==> src/rtl/keycode_tx.sv <==
// keycode_tx: emits one press/release scan-code event pair for a BCD digit.
// A digit is translated to a top-row or keypad scan code, the key is shown as
// pressed for HOLD_CYC cycles (or less if aborted), released, and followed by
// GAP_CYC idle cycles before a one-cycle done pulse in the first IDLE cycle.
module keycode_tx #(
   parameter int HOLD_CYC = 10,
   parameter int GAP_CYC  = 5
) (
   input  logic         clk_100Hz,
   input  logic         rst_n,
   input  logic         send,
   input  logic [3:0]   digit,
   input  logic         pad_sel,
   input  logic         abort,
   output logic [8:0]   last_change,
   output logic [511:0] key_down,
   output logic         key_valid,
   output logic         busy,
   output logic         done,
   output logic         err
);

   // One shared counter serves both the hold and the gap phases.
   localparam int CNT_MAX = (HOLD_CYC > GAP_CYC) ? HOLD_CYC : GAP_CYC;
   localparam int CNT_W   = (CNT_MAX > 1) ? $clog2(CNT_MAX) : 1;
   localparam logic [CNT_W-1:0] HOLD_LAST = CNT_W'(HOLD_CYC - 1);
   localparam logic [CNT_W-1:0] GAP_LAST  = CNT_W'(GAP_CYC - 1);

   typedef enum logic [2:0] {
      ST_IDLE    = 3'd0,
      ST_PRESS   = 3'd1,
      ST_HOLD    = 3'd2,
      ST_RELEASE = 3'd3,
      ST_GAP     = 3'd4
   } state_t;

   state_t           state_q, state_d;
   logic [CNT_W-1:0] cnt_q, cnt_d;
   logic [8:0]       last_change_q, last_change_d;
   logic             done_q, done_d;
   logic             err_q, err_d;

   logic [8:0]       lut_code;
   logic             digit_ok;
   logic             key_held;

   // Digit to scan-code translation for both code sets; flags digits above 9.
   always_comb begin
      lut_code = 9'h000;
      digit_ok = 1'b1;
      case (digit)
         4'd0:    lut_code = pad_sel ? 9'h070 : 9'h045;
         4'd1:    lut_code = pad_sel ? 9'h069 : 9'h016;
         4'd2:    lut_code = pad_sel ? 9'h072 : 9'h01E;
         4'd3:    lut_code = pad_sel ? 9'h07A : 9'h026;
         4'd4:    lut_code = pad_sel ? 9'h06B : 9'h025;
         4'd5:    lut_code = pad_sel ? 9'h073 : 9'h02E;
         4'd6:    lut_code = pad_sel ? 9'h074 : 9'h036;
         4'd7:    lut_code = pad_sel ? 9'h06C : 9'h03D;
         4'd8:    lut_code = pad_sel ? 9'h075 : 9'h03E;
         4'd9:    lut_code = pad_sel ? 9'h07D : 9'h046;
         default: digit_ok = 1'b0;
      endcase
   end

   // State, counter and output registers; reset drops everything at once.
   always_ff @(posedge clk_100Hz or negedge rst_n) begin
      if (!rst_n) begin
         state_q       <= ST_IDLE;
         cnt_q         <= '0;
         last_change_q <= 9'h000;
         done_q        <= 1'b0;
         err_q         <= 1'b0;
      end else begin
         state_q       <= state_d;
         cnt_q         <= cnt_d;
         last_change_q <= last_change_d;
         done_q        <= done_d;
         err_q         <= err_d;
      end
   end

   // Next-state logic. The code is latched into last_change on acceptance, so
   // it is already valid in the PRESS cycle and is immune to later input changes.
   always_comb begin
      state_d       = state_q;
      cnt_d         = cnt_q;
      last_change_d = last_change_q;
      done_d        = 1'b0;
      err_d         = 1'b0;
      case (state_q)
         ST_IDLE: begin
            if (send) begin
               if (digit_ok) begin
                  last_change_d = lut_code;
                  state_d       = ST_PRESS;
               end else begin
                  err_d = 1'b1;
               end
            end
         end
         ST_PRESS: begin
            cnt_d   = '0;
            state_d = ST_HOLD;
         end
         ST_HOLD: begin
            if (abort || (cnt_q == HOLD_LAST)) begin
               cnt_d   = '0;
               state_d = ST_RELEASE;
            end else begin
               cnt_d = cnt_q + 1'b1;
            end
         end
         ST_RELEASE: begin
            cnt_d   = '0;
            state_d = ST_GAP;
         end
         ST_GAP: begin
            if (cnt_q == GAP_LAST) begin
               cnt_d   = '0;
               done_d  = 1'b1;
               state_d = ST_IDLE;
            end else begin
               cnt_d = cnt_q + 1'b1;
            end
         end
         default: begin
            cnt_d   = '0;
            state_d = ST_IDLE;
         end
      endcase
   end

   // Status outputs decoded straight from the state register.
   always_comb begin
      key_valid = (state_q == ST_PRESS) || (state_q == ST_RELEASE);
      busy      = (state_q != ST_IDLE);
      key_held  = (state_q == ST_PRESS) || (state_q == ST_HOLD);
   end

   assign last_change = last_change_q;
   assign done        = done_q;
   assign err         = err_q;

   // One decoder per scan code keeps key_down one-hot (or all zero).
   generate
      for (genvar gi = 0; gi < 512; gi++) begin : g_key_down
         assign key_down[gi] = key_held && (last_change_q == 9'(gi));
      end
   endgenerate

endmodule

==> config.mk <==
export PLATFORM = sky130hd
export DESIGN_NAME = keycode_tx
export DESIGN_NICKNAME = d
export VERILOG_FILES = /design/src/rtl/keycode_tx.sv
export SDC_FILE = /design/constraint.sdc
export NUM_CORES = 1
export LEC_CHECK = 0
export ABC_AREA = 1
export BUFFER_PORTS_ARGS = -buffer_cell sky130_fd_sc_hd__buf_2
export CORE_AREA = 2 2 211 213
export CTS_BUF_LIST = sky130_fd_sc_hd__clkbuf_8
export CTS_CLUSTER_DIAMETER = 120
export DETAILED_ROUTE_END_ITERATION = 10
export DIE_AREA = 0 0 213 215
export PLACE_DENSITY = 0.43
export SLEW_MARGIN = 20
export SYNTH_ARGS = -nofsm -noshare
export SYNTH_HDL_FRONTEND = slang
export SYNTH_SLANG_ARGS = --single-unit
==> constraint.sdc <==
create_clock -name clk_100Hz -period 3.5 [get_ports clk_100Hz]
set_clock_uncertainty 0.05 [all_clocks]
set_input_delay 0.7 -clock clk_100Hz [delete_from_list [all_inputs] [get_ports clk_100Hz]]
set_output_delay 0.7 -clock clk_100Hz [all_outputs]
set_load 0.05 [all_outputs]
==> flow_metrics.env, run 1 <==
export IMPL_ff2ff_setup_slack_ps=1890
export IMPL_p_total_uw=2730
export IMPL_drc_errors=0
export IMPL_yosysTopAreaCellShare_pct=60.0
export IMPL_first_pass_iters=7
export IMPL_pwr_density_cell_mw_per_mm2=552
export IMPL_yosys_warnings=0
export IMPL_max_freq_mhz=332
export IMPL_ioPinCount=534
export IMPL_vias_per_cell=2.56
export IMPL_port_buffers=147
export IMPL_r2r_start="state_q[0]$_DFFE_PN0P_"
export IMPL_die_y_um=215
export IMPL_netlist_area_sq_mm=0.00483
export IMPL_htree_levels=1
export IMPL_clk_pin_slew_ps=60
export IMPL_grt_max_degree=17
export IMPL_cts_repair_resized=0
export IMPL_post_cts_setup_buffers=0
export IMPL_yosysSeqAreaShare_pct=8.29
export IMPL_crit_path_end_kind="output pin"
export IMPL_start_kind="flip-flop"
export IMPL_synth_cell_types=28
export IMPL_netlist_top_cells_count="buf_4 (386), nor2_1 (168), nand2_1 (54)"
export IMPL_design_area_sq_mm=0.00495
export IMPL_fin_tns_setup_ps=0
export IMPL_initial_utilization_pct=11.1
export IMPL_hold_violations=0
export IMPL_critPathKind="flip-flop to output pin"
export IMPL_tritoncts="yes"
export IMPL_synth_edff_count=0
export IMPL_final_layout_size_suffix_gt1_share_pct=19.6
export IMPL_yosysMostFrequentCell="buf_4"
export IMPL_ys_top_cells_by_area="buf_4 (60%), nor2_1 (13%), dfrtp_1 (8.3%)"
export IMPL_cp_num_buf_inv=2
export IMPL_die_w_um=213
export IMPL_drv_cap=0
export IMPL_grt_pass1_vias=2690
export IMPL_area_delta_synth_final_pct=2.51
export IMPL_reg2reg_depth=8
export IMPL_slew_limit_headroom_pct=52.9
export IMPL_tightest_slew_ps=705
export IMPL_slew_violations=0
export IMPL_p_leak_uw=0.00292
export IMPL_fin_crit_sh_pct=86.0
export IMPL_synth_area_per_cell_sq_um=6.39
export IMPL_min_path_type="input port to async pin"
export IMPL_rsz0062_at_grt="no"
export IMPL_coreArea_sq_mm=0.0436
export IMPL_path_cells="nand3_1 -> buf_4 -> nor2_1 -> buf_2"
export IMPL_cpMaxStageDelayCell="dfrtp_1"
export IMPL_clock_path_buffers=2
export IMPL_async_flop_share_pct=100
export IMPL_clock_sinks=16
export IMPL_grt_pass1_wl_um=18500
export IMPL_dp_hpwl_um=13400
export IMPL_yosys_most_used_dff="dfrtp_1"
export IMPL_crit_family="simple AND/OR/NAND/NOR gates"
export IMPL_ir_worst_vdd_mv=0.156
export IMPL_clock_latency_ps=250
export IMPL_arrival_ps=2260
export IMPL_setup_viol=0
export IMPL_drtIter0Drc=200
export IMPL_gp_congestion=0.708
export IMPL_placementRows=77
export IMPL_place_area_sq_mm=0.00491
export IMPL_holdBufCountCts=0
export IMPL_dieArea_sq_mm=0.0458
export IMPL_cp_data_required_time_ps=2750
export IMPL_worstReg2RegEnd="last_change[2]$_DFFE_PN0P_"
export IMPL_antenna_found_initial=4
export IMPL_synth_seq_cells=16
export IMPL_yosys_area_top_type="buf_4"
export IMPL_slowest_delay_ps=550
export IMPL_cts_root_buf="clkbuf_8"
export IMPL_via_count=3824
export IMPL_overflow=0
export IMPL_path_max_fanout=11
export IMPL_period_minus_slack_ps=3010
export IMPL_grtUsageTotal_pct=5.61
export IMPL_cts_buffers_inserted=3
export IMPL_routedWlPerCell_um=10.0
export IMPL_num_nets_final=914
export IMPL_ant_nets=0
export IMPL_run_status="completed"
export IMPL_syn_inst=756
export IMPL_drt_wl_total_um=14900
-- cell families after synthesis --
logic type | share of synthesized area [%]
xor+xnor | 0.363
fa+ha+maj | 0.777
other cells | 0.0776
buf+inv | 65.3
flops | 8.29
compound gates | 1.99
simple gates | 23.2
-- final cells by class --
class | count | area [sq um]
diodes | 1 | 2.50
flip-flops and latches | 16 | 400
multi-input cells | 678 | 2720
fillers | 5172 | 38700
well taps | 592 | 741
repair buffers | 153 | 856
inverters | 50 | 188
clock buffers | 3 | 41.3
-- where the power goes --
part           switching [uW]  internal [uW]  total, uW
Sequential                101            248        349
Combinational            2000            245       2250
Clock                    61.7           76.2        138
Total                    2170            569       2730
-- routing by layer --
metal	vias to the layer above	part of all wire [%]	global-route usage, %
met2	296	50	10.1
met5	-	0.25	0
li1	1790	-	-
met3	14	11	1.13
met1	1718	37	6.82
met4	6	1.3	1.14
-- state kept, by name, summed over array words and instances, names as in the netlist --
register	count
done	1
last_change	7
state_q	3
err	1
cnt_q	4
-- cell usage in the layout (no fill, tap or decap), types with 6 or more instances in the layout --
cell type | synthesis | final
nor2_1 | 168 | 168
buf_4 | 386 | 6
nand3_1 | 25 | 25
conb_1 | 1 | 386
nand2_1 | 54 | 54
nand2_2 | 9 | 9
o21ai_0 | 10 | 10
inv_1 | 45 | 45
dfrtp_1 | 16 | 16
buf_2 | 8 | 142
-- worst reg2reg max path, cell delays in order, from the launching register on --
cell and delay (ps):
dfrtp_1 400, inv_2 70, nand2_1 60, nor2_1 250
inv_1 200, nor2_4 230, nand2_1 80, nor2_1 110
nor2_1 50
-- metrics by stage --
step	setup WS, ps	hold WS (ps)	instances	util (%)
after global placement	642	506	1489	11.2
after floorplan	679	354	1141	-
final	490	316	1493	11.3
after CTS	349	332	1492	11.3
after global routing	173	339	1492	11.3
after detailed placement	664	504	1489	11.2
-- how the worst max path moves through the flow --
stage	slack [ps]	depth (start not counted)	endpoint	from
4_1_cts	350	6	key_down[48]	state_q[2]$_DFFE_PN0P_
6_report	490	4	key_down[112]	last_change[6]$_DFFE_PN0P_
2_1_floorplan	680	2	key_down[48]	last_change[4]$_DFFE_PN0P_
5_1_grt	170	6	key_down[48]	state_q[2]$_DFFE_PN0P_
3_3_place_gp	640	6	key_down[48]	state_q[2]$_DFFE_PN0P_
3_5_place_dp	660	6	key_down[48]	state_q[2]$_DFFE_PN0P_
Power figures use the tool's default switching activity.
==> run 2, diff against run 1 <==
--- a/config.mk
+++ b/config.mk
@@ -5,14 +5,15 @@
 export SDC_FILE = /design/constraint.sdc
 export NUM_CORES = 1
 export LEC_CHECK = 0
-export ABC_AREA = 1
 export BUFFER_PORTS_ARGS = -buffer_cell sky130_fd_sc_hd__buf_2
-export CORE_AREA = 2 2 211 213
+export CORE_AREA = 2 2 209 211
 export CTS_BUF_LIST = sky130_fd_sc_hd__clkbuf_8
 export CTS_CLUSTER_DIAMETER = 120
 export DETAILED_ROUTE_END_ITERATION = 10
-export DIE_AREA = 0 0 213 215
+export DIE_AREA = 0 0 211 213
+export GPL_ROUTABILITY_DRIVEN = 1
 export PLACE_DENSITY = 0.43
+export RECOVER_POWER = 50
 export SLEW_MARGIN = 20
 export SYNTH_ARGS = -nofsm -noshare
 export SYNTH_HDL_FRONTEND = slang
==> run 2 against run 1 <==
Against the previous run:
- flip-flop and latch count is the same
- register-to-register slack lost 220 ps
- largest power group unchanged
- worst setup slack got worse by 27 ps
- via count shrank 7.8%
- highest routed layer is now met4
==> flow_metrics.env, run 2 <==
export IMPL_min_to="cnt_q[3]$_DFFE_PN0N_"
export IMPL_internal_power_uw=627
export IMPL_fin_util_pct=10.7
export IMPL_drv_cap=0
export IMPL_switching_share_pct=77.4
export IMPL_layout_commonest_cell="conb_1"
export IMPL_yosys_warnings=0
export IMPL_power_switching_uw=2150
export IMPL_run_status="completed"
export IMPL_routedWlPerCell_um=10.6
export IMPL_place_ws_ps=710
export IMPL_slew_limit_headroom_pct=37.5
export IMPL_seq_power_share_pct=14.2
export IMPL_reg2reg_depth=4
export IMPL_worstReg2RegEnd="last_change[3]$_DFFE_PN0P_"
export IMPL_post_cts_setup_buffers=0
export IMPL_async_flop_share_pct=100
export IMPL_die_w_um=211
export IMPL_ant_nets=0
export IMPL_clock_sinks=16
export IMPL_period_minus_slack_ps=3040
export IMPL_htree_levels=1
export IMPL_ioPinCount=534
export IMPL_crit_family="simple AND/OR/NAND/NOR gates"
export IMPL_ys_top_cells_by_area="buf_4 (63%), nor2_1 (12%), dfrtp_1 (8.6%)"
export IMPL_r2r_start="state_q[2]$_DFFE_PN0P_"
export IMPL_netlist_top_cells_count="buf_4 (386), nor2_1 (148), nand2_1 (20)"
export IMPL_p_leak_uw=0.00244
export IMPL_tritoncts="yes"
export IMPL_drt_wl_total_um=14400
export IMPL_cts_buffers_inserted=3
export IMPL_vias_per_cell=2.58
export IMPL_num_nets_final=834
export IMPL_antenna_found_initial=1
export IMPL_min_path_type="flip-flop to flip-flop"
export IMPL_cts_repair_resized=0
export IMPL_rsz0062_at_grt="no"
export IMPL_first_pass_iters=6
export IMPL_clock_path_buffers=2
export IMPL_hold_violations=0
export IMPL_cp_data_required_time_ps=2750
export IMPL_die_y_um=213
export IMPL_synth_seq_cells=16
export IMPL_yosys_most_used_dff="dfrtp_1"
export IMPL_tightest_slew_ps=937
export IMPL_drc_errors=0
export IMPL_coreArea_sq_mm=0.0427
export IMPL_dp_hpwl_um=12100
export IMPL_ff2ff_setup_slack_ps=1670
export IMPL_ir_worst_vdd_mv=0.250
export IMPL_synth_cell_types=43
export IMPL_hp_start="cnt_q[3]$_DFFE_PN0N_"
export IMPL_port_buffers=147
export IMPL_critPathKind="flip-flop to output pin"
export IMPL_clk_pin_slew_ps=70
export IMPL_seq_area_sq_um=400
export IMPL_fin_tns_setup_ps=0
export IMPL_cts_root_buf="clkbuf_8"
export IMPL_dieArea_sq_mm=0.0449
export IMPL_holdBufCountCts=0
export IMPL_slowest_delay_ps=500
export IMPL_p_total_uw=2780
export IMPL_clock_latency_ps=250
export IMPL_largest_reg_flops=7
export IMPL_yosysSeqAreaShare_pct=8.65
export IMPL_start_kind="flip-flop"
export IMPL_syn_inst=677
export IMPL_cp_num_buf_inv=1
export IMPL_initial_utilization_pct=10.8
export IMPL_netlist_area_sq_mm=0.00463
export IMPL_via_count=3526
export IMPL_cp_depth=5
export IMPL_slew_violations=0
export IMPL_yosysTopAreaCellShare_pct=62.6
export IMPL_setup_viol=0
export IMPL_grt_pass1_wl_um=17400
export IMPL_clock_power_share_pct=6.1
export IMPL_crit_path_end_kind="output pin"
export IMPL_fillers=5047
export IMPL_gp_congestion=0.702
export IMPL_critPathLaunch="state_q[1]$_DFFE_PN0P_"
export IMPL_multiInputGateArea_sq_mm=0.00266
export IMPL_overflow=0
export IMPL_synth_area_per_cell_sq_um=6.84
export IMPL_path_max_fanout=16
export IMPL_cpMaxStageDelayCell="clkbuf_1"
export IMPL_grtUsageTotal_pct=5.45
export IMPL_grt_pass1_vias=2322
export IMPL_max_freq_mhz=329
export IMPL_synth_edff_count=0
export IMPL_antenna_cells=0
export IMPL_whs_path_depth=1
export IMPL_placementRows=76
export IMPL_final_cell_mix="conb_1 (386), nor2_1 (148), buf_2 (95)"
export IMPL_path_cells="xnor2_1 -> and2b_2 -> nand2_1 -> nor2_1 -> clkbuf_1"
export IMPL_p_comb_share_pct=79.7
export IMPL_grt_max_degree=18
export IMPL_arrival_ps=2290
export IMPL_drtIter0Drc=150
export IMPL_yosys_area_top_type="buf_4"
export IMPL_final_layout_size_suffix_gt1_share_pct=14.3
export IMPL_yosysMostFrequentCell="buf_4"
export IMPL_setup_ws_ps=463
export IMPL_area_delta_synth_final_pct=-1.59
export IMPL_fin_crit_sh_pct=86.8
export IMPL_pwr_density_cell_mw_per_mm2=609
==> run 2: cell count changes in the layout (fill, tap and decap cells not counted), moves of 9 or more <==
cell and delta:
clkbuf_1 +52, buf_2 -47, inv_1 -41, nand2_1 -34
nor2_1 -20, nand3_1 -12, nor2b_1 +11, nand2_2 -9
==> run 2: worst max-delay path by stage <==
stage,endpoint,slack (ps)
finish,key_down[33],460
global placement,key_down[122],710
CTS,key_down[122],420
detailed placement,key_down[122],710
global route,key_down[122],310
floorplan,key_down[103],630
==> run 2: per-stage QoR <==
step	hold WS [ps]	instance area [sq um]	cells
final	455	4560	1367
after global routing	513	4560	1367
after CTS	323	4630	1367
after detailed placement	446	4570	1363
after global placement	444	4570	1363
after floorplan	354	6080	1062
==> run 2: kinds of logic (layout without fill, tap and decap cells) <==
logic type                 after synthesis  in the layout  synth area share [%]
buffers and inverters                  407            166                  65.2
and+or+nand+nor                        213            213                  19.8
AOI/OAI and AO/OA                       34             34                  4.89
DFF                                     16             16                  8.65
adders and majority gates                3              3                 0.811
xor gates and xnor gates                 2              2                 0.378
other                                    1            386                0.0810
muxes                                    1              1                 0.216
==> run 2: layout make-up <==
cell class / instances / share of cell area (%)
Tap cell: 546 / 15.0
Multi-Input combinational cell: 639 / 58.3
Timing Repair Buffer: 158 / 16.4
Sequential cell: 16 / 8.79
Clock buffer: 4 / 1.21
Inverter: 4 / 0.329
==> run 2: layer usage <==
| layer | wire [um] | share of wire [%] | vias up | global-route usage [%] |
|---|---|---|---|---|
| met5 | 0 | 0 | - | 0 |
| met4 | 27 | 0.19 | 0 | 0.510 |
| met3 | 1080 | 7.5 | 2 | 0.574 |
| met2 | 7530 | 52 | 273 | 9.87 |
| met1 | 5800 | 40 | 1624 | 7.20 |
| li1 | - | - | 1627 | - |
==> run 2: power by group through the flow <==
stage	combinational (uW)	clock [uW]	sequential (uW)
floorplan	1970	0	490
global placement	2270	0	389
detailed placement	2270	0	395
CTS	2270	174	392
global route	2370	183	409
finish	2210	169	396
==> run 3, diff against run 2 <==
--- a/config.mk
+++ b/config.mk
@@ -6,13 +6,13 @@
 export NUM_CORES = 1
 export LEC_CHECK = 0
 export BUFFER_PORTS_ARGS = -buffer_cell sky130_fd_sc_hd__buf_2
-export CORE_AREA = 2 2 209 211
+export CORE_AREA = 2 2 208 210
 export CTS_BUF_LIST = sky130_fd_sc_hd__clkbuf_8
 export CTS_CLUSTER_DIAMETER = 120
 export DETAILED_ROUTE_END_ITERATION = 10
-export DIE_AREA = 0 0 211 213
+export DIE_AREA = 0 0 210 212
 export GPL_ROUTABILITY_DRIVEN = 1
-export PLACE_DENSITY = 0.43
+export PLACE_DENSITY = 0.44
 export RECOVER_POWER = 50
 export SLEW_MARGIN = 20
 export SYNTH_ARGS = -nofsm -noshare
==> constraint.sdc (replaced) <==
create_clock -name clk_100Hz -period 2.6 [get_ports clk_100Hz]
set_clock_uncertainty 0.05 [all_clocks]
set_input_delay 0.52 -clock clk_100Hz [delete_from_list [all_inputs] [get_ports clk_100Hz]]
set_output_delay 0.52 -clock clk_100Hz [all_outputs]
set_load 0.05 [all_outputs]
==> run 3 against run 2 <==
Against the previous run:
- hold slack got worse by 100 ps
- clock power is 29% higher
- global-route usage is 0.20 points higher
- critical path type unchanged
- largest power group unchanged
==> flow_metrics.env, run 3 (same netlist as run 2, synthesis figures left out) <==
export IMPL_layout_commonest_cell="conb_1"
export IMPL_die_y_um=212
export IMPL_path_cells="xnor2_2 -> and2b_2 -> nand3_2 -> buf_6 -> nor2_1 -> buf_2"
export IMPL_fin_cells=1381
export IMPL_grt_pass1_wl_um=17900
export IMPL_ir_worst_vdd_mv=0.401
export IMPL_grtUsageTotal_pct=5.66
export IMPL_antenna_found_initial=0
export IMPL_final_layout_size_suffix_gt1_share_pct=23.1
export IMPL_setup_viol=0
export IMPL_drtIter0Drc=152
export IMPL_crit_path_end_kind="output pin"
export IMPL_clk_pin_slew_ps=70
export IMPL_placementRows=76
export IMPL_max_freq_mhz=396
export IMPL_use_met3_pct=0.635
export IMPL_period_minus_slack_ps=2520
export IMPL_routedWlPerCell_um=10.6
export IMPL_cpMaxStageDelayCell="dfrtp_1"
export IMPL_holdBufCountCts=0
export IMPL_power_switching_uw=2940
export IMPL_grt_max_degree=18
export IMPL_grt_pass1_vias=2407
export IMPL_initial_utilization_pct=10.9
export IMPL_area_delta_synth_final_pct=9.02
export IMPL_overflow=0
export IMPL_critPathKind="flip-flop to output pin"
export IMPL_drc_errors=0
export IMPL_drv_cap=0
export IMPL_cts_buffers_inserted=3
export IMPL_tightest_slew_ps=966
export IMPL_coreArea_sq_mm=0.0425
export IMPL_pwr_density_cell_mw_per_mm2=787
export IMPL_drt_wl_total_um=14600
export IMPL_dieArea_sq_mm=0.0445
export IMPL_crit_family="simple AND/OR/NAND/NOR gates"
export IMPL_cts_root_buf="clkbuf_8"
export IMPL_htree_levels=1
export IMPL_cp_num_buf_inv=2
export IMPL_post_cts_setup_buffers=0
export IMPL_clock_sinks=16
export IMPL_die_w_um=210
export IMPL_p_comb_share_pct=81.2
export IMPL_clock_latency_ps=250
export IMPL_largest_reg_flops=7
export IMPL_tritoncts="yes"
export IMPL_internal_power_uw=1030
export IMPL_min_path_type="input port to async pin"
export IMPL_num_nets_final=847
export IMPL_met2_usage_pct=9.99
export IMPL_run_status="completed"
export IMPL_ant_nets=0
export IMPL_hold_violations=0
export IMPL_seq_power_share_pct=13.4
export IMPL_path_max_fanout=11
export IMPL_cp_data_required_time_ps=2030
export IMPL_grt_use_met1_pct=7.60
export IMPL_ioPinCount=534
export IMPL_slowest_delay_ps=460
export IMPL_fin_crit_sh_pct=97.1
export IMPL_port_buffers=147
export IMPL_gp_congestion=0.703
export IMPL_fillers=4948
export IMPL_via_count=3532
export IMPL_fin_util_pct=11.9
export IMPL_seq_area_sq_um=402
export IMPL_p_leak_uw=0.00274
export IMPL_slew_limit_headroom_pct=35.6
export IMPL_vias_per_cell=2.56
export IMPL_first_pass_iters=4
export IMPL_clock_path_buffers=2
export IMPL_multiInputGateArea_sq_mm=0.00270
export IMPL_dp_cells=1376
export IMPL_grt_busiest_layer="met2"
export IMPL_arrival_ps=1950
export IMPL_dp_hpwl_um=12500
export IMPL_slew_violations=0
export IMPL_start_kind="flip-flop"
export IMPL_final_cell_mix="conb_1 (386), nor2_1 (146), buf_2 (103)"
export IMPL_rsz0062_at_grt="yes"
export IMPL_switching_share_pct=74.1
export IMPL_clock_power_share_pct=5.5
-- run 3: changes by cell type in the layout (fill, tap and decap cells not counted), sizes merged --
cell,change
diode,+1
clkbuf,-25
buf,+38
-- run 3: metrics by stage --
step	hold WS (ps)	setup TNS (ps)	instance area [sq um]	setup WS (ps)	power, uW
global route	397	-144	5050	-22.3	4220
finish	354	0	5050	75.2	3970
CTS	148	0	4910	0.811	3930
detailed placement	420	0	4850	209	3690
global placement	418	0	4850	261	3670
floorplan	174	-675	6080	-85.2	3320
-- run 3: path summary, 6_finish.rpt --
check                                        from                    endpoint  slack, ps  cells past startpoint
max                        state_q[0]$_DFFE_PN0P_               key_down[115]         80                      6
min                                         rst_n      state_q[0]$_DFFE_PN0P_        350                      1
max reg2reg                state_q[2]$_DFFE_PN0P_  last_change[3]$_DFFE_PN0P_        930                      5
min reg2reg                  cnt_q[3]$_DFFE_PN0N_        cnt_q[3]$_DFFE_PN0N_        460                      1
max in group asynchronous                   rst_n      state_q[2]$_DFFE_PN0P_       1500                      1
min in group clk_100Hz       cnt_q[3]$_DFFE_PN0N_        cnt_q[3]$_DFFE_PN0N_        460                      1
-- run 3: layer usage --
| metal | vias to the layer above | part of all wire [%] |
|---|---|---|
| met1 | 1613 | 41 |
| met4 | 0 | 0.27 |
| met3 | 2 | 7.4 |
| met5 | - | 0 |
| met2 | 270 | 51 |
| li1 | 1647 | - |
-- run 3: worst reg2reg max path: stages, from the launching register on --
cell and delay [ps]:
dfrtp_2 470, nor3_1 320, buf_4 200, and3_2 300
nor2_1 60, a41oi_1 180
-- run 3: what timing repair did --
item | in CTS | in global routing
setup endpoints to repair | 21 | 85
pin swaps | 0 | 1
endpoints found under the hold margin | 0 | 0
resized for setup | 4 | 50
-- run 3: power groups by stage --
stage	sequential (uW)	combinational [uW]	clock, uW
floorplan	660	2660	0
global placement	503	3160	0
detailed placement	513	3170	0
CTS	513	3200	225
global route	552	3430	238
finish	531	3220	218
-- run 3: area by class of cell --
type | count | share of cell area [%]
antenna | 1 | 0.0496
clock buffer | 4 | 1.09
inverter | 4 | 0.297
multi-input combinational | 639 | 53.4
sequential | 16 | 7.96
tap | 546 | 13.5
timing repair buffer | 171 | 23.7
